==> src/rtl/core_sequencer_pkg.sv <==
// -----------------------------------------------------------------------------
// core_sequencer_pkg
// Shared definitions for the HighRISC multi-cycle instruction sequencer.
//   seq_state_t  : sequencer FSM state encoding (IDLE..DONE)
//   HALT_OP      : opcode that stops the program
//   MEM_LAT_MAX  : largest data-memory latency the 4-bit wait counter can hold
// -----------------------------------------------------------------------------
package core_sequencer_pkg;

    typedef enum logic [2:0] {
        S_IDLE   = 3'd0,
        S_FETCH  = 3'd1,
        S_DECODE = 3'd2,
        S_EXEC   = 3'd3,
        S_MEM    = 3'd4,
        S_WB     = 3'd5,
        S_DONE   = 3'd6
    } seq_state_t;

    localparam logic [2:0] HALT_OP     = 3'b111;
    localparam int         MEM_LAT_MAX = 15;

endpackage

==> src/rtl/core_sequencer_perf_counter.sv <==
// -----------------------------------------------------------------------------
// seq_perf_counter
// Saturating retired-instruction counter. Only instantiated by core_sequencer
// when SEQ_PERF_CNT_EN is defined.
// Parameters:
//   CNTW     counter width
// Ports:
//   Clk      in   core clock, rising edge
//   Reset_n  in   asynchronous active-low reset
//   clr      in   synchronous clear (wins over inc)
//   inc      in   increment by one, holds at all-ones
//   count    out  current count
// -----------------------------------------------------------------------------
module seq_perf_counter #(
    parameter int CNTW = 16
) (
    input  logic            Clk,
    input  logic            Reset_n,
    input  logic            clr,
    input  logic            inc,
    output logic [CNTW-1:0] count
);

    logic [CNTW-1:0] r_count;

    always_ff @(posedge Clk or negedge Reset_n) begin
        if (!Reset_n) begin
            r_count <= '0;
        end else if (clr) begin
            r_count <= '0;
        end else if (inc && (r_count != {CNTW{1'b1}})) begin
            r_count <= r_count + 1'b1;
        end
    end

    assign count = r_count;

endmodule

==> src/rtl/core_sequencer.sv <==
// -----------------------------------------------------------------------------
// core_sequencer
// Multi-cycle instruction sequencer: FETCH, DECODE, EXEC, optional MEM, WB.
// Turns the decoder's Branch/MemRead/MemWrite/RegWrite levels into single-cycle
// enables for PC, IR, register file and data memory; stops on HALT_OP.
//
// Optional feature: define SEQ_PERF_CNT_EN to get a saturating count of retired
// instructions on InstrCount; otherwise InstrCount is tied to zero.
//
// Parameters:
//   opwidth   opcode width
//   MEM_LAT   data-memory access cycles (1..15)
//   CNTW      InstrCount width
// Ports:
//   Clk, Reset_n            clock (rising), async active-low reset
//   Req / Ack               start level in, program-finished out (DONE)
//   op_code                 opcode from instruction register
//   Branch, MemRead,
//   MemWrite, RegWrite      decoder outputs
//   BranchTaken             ALU branch-condition result
//   IREn, PCEn, PCBranch    IR load, PC advance, PC takes branch target
//   RegWE, LoadWE           register-file write, memory data into R15
//   MemRdEn, MemWrEn        data-memory strobes
//   InstrCount              retired instructions
// -----------------------------------------------------------------------------
module core_sequencer
    import core_sequencer_pkg::*;
#(
    parameter int opwidth = 3,
    parameter int MEM_LAT = 2,
    parameter int CNTW    = 16
) (
    input  logic               Clk,
    input  logic               Reset_n,
    input  logic               Req,
    output logic               Ack,
    input  logic [opwidth-1:0] op_code,
    input  logic               Branch,
    input  logic               MemRead,
    input  logic               MemWrite,
    input  logic               RegWrite,
    input  logic               BranchTaken,
    output logic               IREn,
    output logic               PCEn,
    output logic               PCBranch,
    output logic               RegWE,
    output logic               LoadWE,
    output logic               MemRdEn,
    output logic               MemWrEn,
    output logic [CNTW-1:0]    InstrCount
);

    generate
        if (MEM_LAT < 1 || MEM_LAT > MEM_LAT_MAX) begin : g_bad_mem_lat
            $error("core_sequencer: MEM_LAT must be in 1..15");
        end
    endgenerate

    seq_state_t r_state;
    logic [3:0] r_wait;
    logic       w_start;
    logic       w_is_wb;

    // DONE only leaves on a low Req, so a held-high Req cannot restart.
    always_ff @(posedge Clk or negedge Reset_n) begin
        if (!Reset_n) begin
            r_state <= S_IDLE;
            r_wait  <= 4'd0;
        end else begin
            case (r_state)
                S_IDLE:   if (Req) r_state <= S_FETCH;
                S_FETCH:  r_state <= S_DECODE;
                S_DECODE: r_state <= (op_code == opwidth'(HALT_OP)) ? S_DONE : S_EXEC;
                S_EXEC: begin
                    if (MemRead || MemWrite) begin
                        r_state <= S_MEM;
                        r_wait  <= 4'(MEM_LAT - 1);
                    end else begin
                        r_state <= S_WB;
                    end
                end
                S_MEM: begin
                    if (r_wait == 4'd0) r_state <= S_WB;
                    else                r_wait  <= r_wait - 4'd1;
                end
                S_WB:     r_state <= S_FETCH;
                S_DONE:   if (!Req) r_state <= S_IDLE;
                default:  r_state <= S_IDLE;
            endcase
        end
    end

    // Outputs decode from the registered state, so an async reset clears
    // them immediately (including mid-MEM strobes).
    always_comb begin
        Ack      = (r_state == S_DONE);
        IREn     = (r_state == S_FETCH);
        MemRdEn  = (r_state == S_MEM) && MemRead;
        MemWrEn  = (r_state == S_MEM) && MemWrite;
        RegWE    = (r_state == S_WB) && RegWrite;
        LoadWE   = (r_state == S_WB) && MemRead;
        PCEn     = (r_state == S_WB);
        PCBranch = (r_state == S_WB) && Branch && BranchTaken;
    end

    assign w_start = (r_state == S_IDLE) && Req;
    assign w_is_wb = (r_state == S_WB);

`ifdef SEQ_PERF_CNT_EN
    seq_perf_counter #(
        .CNTW (CNTW)
    ) u_perf_cnt (
        .Clk     (Clk),
        .Reset_n (Reset_n),
        .clr     (w_start),
        .inc     (w_is_wb),
        .count   (InstrCount)
    );
`else
    logic w_unused;
    assign w_unused   = w_start ^ w_is_wb;
    assign InstrCount = '0;
`endif

endmodule

==> config.mk <==
export PLATFORM = sky130hd
export DESIGN_NAME = core_sequencer
export DESIGN_NICKNAME = d
export VERILOG_FILES = /design/src/rtl/core_sequencer_pkg.sv /design/src/rtl/core_sequencer_perf_counter.sv /design/src/rtl/core_sequencer.sv
export SDC_FILE = /design/constraint.sdc
export NUM_CORES = 1
export LEC_CHECK = 0
export BUFFER_PORTS_ARGS = -buffer_cell sky130_fd_sc_hd__buf_4
export CORE_MARGIN = 3
export CORE_UTILIZATION = 38
export DETAILED_ROUTE_END_ITERATION = 16
export PLACE_DENSITY = 0.78
export SYNTH_ARGS = -nofsm -noshare
export SYNTH_HDL_FRONTEND = slang
export SYNTH_SLANG_ARGS = --single-unit
==> constraint.sdc <==
create_clock -name Clk -period 1.5 [get_ports Clk]
set_clock_uncertainty 0.2 [all_clocks]
set_input_delay 0.3 -clock Clk [delete_from_list [all_inputs] [get_ports Clk]]
set_output_delay 0.3 -clock Clk [all_outputs]
set_load 0.01 [all_outputs]
---- Word level (Yosys, flattened, before mapping) ----
Index checks and enable logic that the tools add are counted.
W data, S select, Z words.
word-level totals
  register bits after elaboration ......... 7
  bits in latches ......................... 0
  RAM bits ................................ 0
  bits in read-only memories .............. 0
  bits of input ports ..................... 11
  output and inout bits ................... 24
  memories kept ........................... 0
cells by class
  $add $sub $neg .......................... 1
  multipliers ............................. 0
  div/mod/pow operators ................... 0
  magnitude comparators ................... 0
  equality and inequality tests ........... 12
  shifts and indexed selects .............. 0
  muxes and demuxes ....................... 9
  bitwise logic cells ..................... 0
  reductions and logical operators ........ 12
operator list
  kind                   count
  $pmux W3 S7            1
  $eq A3 B3 Y1 const B   4
  $mux W3                4
  $ne A2 B2 Y1 const B   5
  $mux W4                2
  $pmux W4 S2            1
  $eq A3 B2 Y1 const B   2
  $logic_and A1 B1 Y1    6
  $reduce_and A3 Y1      2
  $logic_not A4 Y1       1
  $sub A4 B1 Y4 const B  1
  $eq A3 B1 Y1 const B   1
  $logic_not A3 Y1       1
  $reduce_bool A2 Y1     1
  $logic_or A1 B1 Y1     1
  $mux W1                1

---- Depth between registers and ports, before layout ----
  depth in word-level cells ............... 3
  mapped depth ............................ 5
  gate-level depth less buffers ........... 5

---- Least setup slack after synthesis ----
Ideal clock, no wire load.
  kind .................................... register to register
  start point ............................. register r_wait[0]
  end point ............................... register r_wait[0]
  arrival ................................. 1.276 ns
  data required time ...................... 1.174 ns
  path slack .............................. -0.101 ns
  stages on the path, launching flop included .. 6
  path buffers ............................ 0
  clock period less this slack ............ 1.601 ns
  cells stage by stage .................... dfrtp_1 > inv_1 > ha_1 > or3b_4 > a22oi_4 > a21boi_1
on the way
  word-level cells in the longest chain between the ends .. 3
  elaborated cells on any way between the ends .. 6
  classes of those cells .................. add/sub (1); eq/ne (1); mux (2); reduce/logical (2)
ends and longest elaborated chain
  element                                                   RTL line                                    text
  start: declaration                                        core_sequencer.sv:60                        logic [3:0] r_wait;
  start signal: assignment                                  core_sequencer.sv:77                        r_wait <= 4'(MEM_LAT - 1);
  start signal: assignment                                  core_sequencer.sv:84                        else r_wait <= r_wait - 4'd1;
  $sub A4 B1 Y4 / $logic_not A4 Y1 (equally long branches)  core_sequencer.sv:84, core_sequencer.sv:83
  $mux W4 / $ne A2 B2 Y1 (equally long branches)            -
  $pmux W4 S2 / $reduce_and A3 Y1 (equally long branches)   -
Parallel ways exist; a longest one is shown, timed or not. The select of a mux whose other input is x is not followed.
A chain may end at the register's enable or synchronous reset.

---- Worst setup path in the final report ----
  start point ............................. register r_state[1]
  end point ............................... output port RegWE
on the way
  word-level cells in the longest chain between the ends .. 2
ends and longest elaborated chain
  element                   RTL line               text
  start: declaration        core_sequencer.sv:59   seq_state_t r_state;
  start signal: assignment  core_sequencer.sv:73   S_DECODE: r_state <= (op_code == opwidth'(HALT_OP)) ? S_DONE : S_EXEC;
  $eq A3 B3 Y1              core_sequencer.sv:100  RegWE = (r_state == S_WB) && RegWrite;
  $logic_and A1 B1 Y1       core_sequencer.sv:100
  end: declaration          core_sequencer.sv:46   output logic RegWE,
Every way passes these cells.

==> impl_metrics.env <==
export IMPL_status="complete, but fails checks"
export IMPL_violations="setup timing"
export IMPL_startpoint_type="flip-flop"
export IMPL_synth_cells=69
export IMPL_clk_path_buf_depth=2
export IMPL_ir_worst_vdd_v=0.00108
export IMPL_setup_violations=13
export IMPL_netlist_area_leader_share_pct=27.7
export IMPL_clk_latency_ns=0.25
export IMPL_synth_flop_cell="dfrtp_1"
export IMPL_floorplan_initialDensity_pct=41.1
export IMPL_globalplace_congestion=0.788
export IMPL_vias=575
export IMPL_path_cells="inv_2 > and3_4 > and2_1 > buf_4"
export IMPL_fillCellCount=132
export IMPL_clock_sinks=7
export IMPL_final_area_um2=953
export IMPL_io_buffers=18
export IMPL_setup_ws_ns=-0.246
export IMPL_post_dp_cell_area_um2=800
export IMPL_max_freq_mhz=573
export IMPL_die_w_um=46.8
export IMPL_synth_area_um2=633
export IMPL_fin_cells=121
export IMPL_p_leak_nw=0.508
export IMPL_register_area_um2=178
export IMPL_endpoint_kind="output pin"
export IMPL_drt_iter0_drc=5
export IMPL_coreArea_um2=1540
export IMPL_place_inst=110
export IMPL_grt_overflow=0
export IMPL_fin_crit_ns=1.75
export IMPL_htree_levels=1
export IMPL_die_area_um2=2190
export IMPL_io_pins=35
export IMPL_synth_edf_count=0
export IMPL_crit_type="flip-flop to output pin"
export IMPL_syn2layout_area_growth_pct=50.6
export IMPL_critPathMaxStageDelay_ns=0.45
export IMPL_die_h_um=46.8
export IMPL_grt_pass1_wl_um=2040
export IMPL_post_route_period_util_pct=116
export IMPL_ys_seq_area_share_pct=27.7
export IMPL_syn_avg_cell_area_um2=9.18
export IMPL_finalSetupTns_ns=-2.21
export IMPL_min_path_type="primary input to flip-flop"
export IMPL_maxCapViolCount=0
export IMPL_num_rows=14
export IMPL_grt_util_all_layers_pct=13.6
export IMPL_cpMaxStageDelayCell="dfrtp_2"
export IMPL_synth_warnings=0
export IMPL_synth_distinct_cells=32
export IMPL_dp_slack_ns=-0.125
export IMPL_multi_input_area_um2=434
export IMPL_netlist_top_cells_area="dfrtp_1 28%, buf_4 20%, and2_1 4.0%"
export IMPL_holdWs_ns=0.150
export IMPL_path_clk_slew_ns=0.05
export IMPL_antenna_found_initial=0
export IMPL_finalCoreUtilization_pct=61.9
export IMPL_drive_gt1_share_pct=54.3
export IMPL_numCtsBuffers=3
export IMPL_wl_per_cell_um=12.4
export IMPL_final_hold_viol_count=0
export IMPL_drt_wl_total_um=1510
export IMPL_crit_arrival_ns=1.25
export IMPL_drt_first_pass_iters=4
export IMPL_num_antenna_cells=0
export IMPL_cts_tree="done"
export IMPL_hpwl_um=1000
export IMPL_grt_start_max_net_pins=9
export IMPL_ys_async_sr_fraction_pct=100
export IMPL_cp_max_fo=4
export IMPL_rsz0062_at_grt="yes"
export IMPL_drc=0
export IMPL_vias_per_cell=4.75
export IMPL_grt_pass1_vias=490
export IMPL_fin_nets=119
export IMPL_synth_seq_cells=7
export IMPL_synth_top_area_cell="dfrtp_1"
export IMPL_power_per_cell_area_nw_per_um2=1760
export IMPL_root_buffer="clkbuf_4"
export IMPL_cp_required_ns=1.00
export IMPL_slew_viol_final=0
export IMPL_power_total_mw=1.67
export IMPL_final_antenna_net_count=0
-- power by group --
part           total, mW  switching [mW]  internal, mW  leakage (nW)
clock network      0.171          0.0692         0.102        0.0150
logic               1.12           0.496         0.625         0.407
registers          0.384           0.105         0.278        0.0855
total               1.67           0.670          1.00         0.508
-- critical path, delay by kind of cell (launching register included) --
kind | cells | cell delay, ns
buffers and inverters | 2 | 0.20
DFF | 1 | 0.45
and+or+nand+nor | 2 | 0.35
-- cell usage after synthesis (all sizes together), types with 2 or more instances --
| cell type | number |
|---|---|
| buf | 19 |
| dfrtp | 7 |
| and2 | 4 |
| inv | 4 |
| and3 | 3 |
| and2b | 2 |
| ha | 2 |
| nand2 | 2 |
| nor2b | 2 |
| nor3 | 2 |
| o2bb2ai | 2 |
| xnor2 | 2 |
-- metal layers --
metal,track usage [%],part of all wire [%]
met2,27.4,59
met5,0,0
met4,4.97,0
met1,12.2,34
met3,4.60,6.6
-- state kept, by name, summed over array words and instances (netlist names) --
name	count
r_wait	4
r_state	3
-- placed cells by master, fill, tap and decap left out, types with 2 or more instances in the layout --
master	instances
and2_1	4
buf_6	2
xnor2_1	2
dfrtp_1	5
conb_1	16
and3_4	2
dfrtp_2	2
o2bb2ai_2	2
nor2b_1	2
buf_4	33
clkbuf_4	3
inv_2	3
-- path summary, 6_finish.rpt --
kind	end	slack, ns	startpoint	cells past startpoint
hold reg to reg	r_wait[3]	0.35	r_wait[3]	1
setup / recovery	RegWE	-0.25	r_state[1]	4
hold / removal	r_state[1]	0.15	Req	3
setup reg to reg	r_wait[2]	-0.17	r_wait[0]	5
max in group asynchronous	r_state[1]	0.78	Reset_n	2
min in group asynchronous	r_state[2]	0.20	Reset_n	2
-- final cells by class --
cell class	count	area share, %
clock buffers	4	2.76
repair buffers	36	29.4
multi-input cells	54	45.5
flip-flops and latches	7	18.6
inverters	4	1.57
well taps	16	2.10
-- cells by family after synthesis --
| kind of cell | after synthesis | share of synthesized area (%) |
|---|---|---|
| buf+inv | 23 | 24.1 |
| simple gates | 21 | 22.9 |
| compound gates | 13 | 18.0 |
| flops | 7 | 27.7 |
| xor+xnor | 2 | 2.77 |
| fa+ha+maj | 2 | 3.95 |
| other cells | 1 | 0.592 |
-- timing repair --
item	in CTS	in global routing
gates resized for setup	13	3
endpoints found under the hold margin	7	0
gates cloned	0	0
buffers inserted	5	1
pin swaps	6	6
hold buffers	1	0
setup endpoints to repair	13	13
Power figures use the tool's default switching activity.
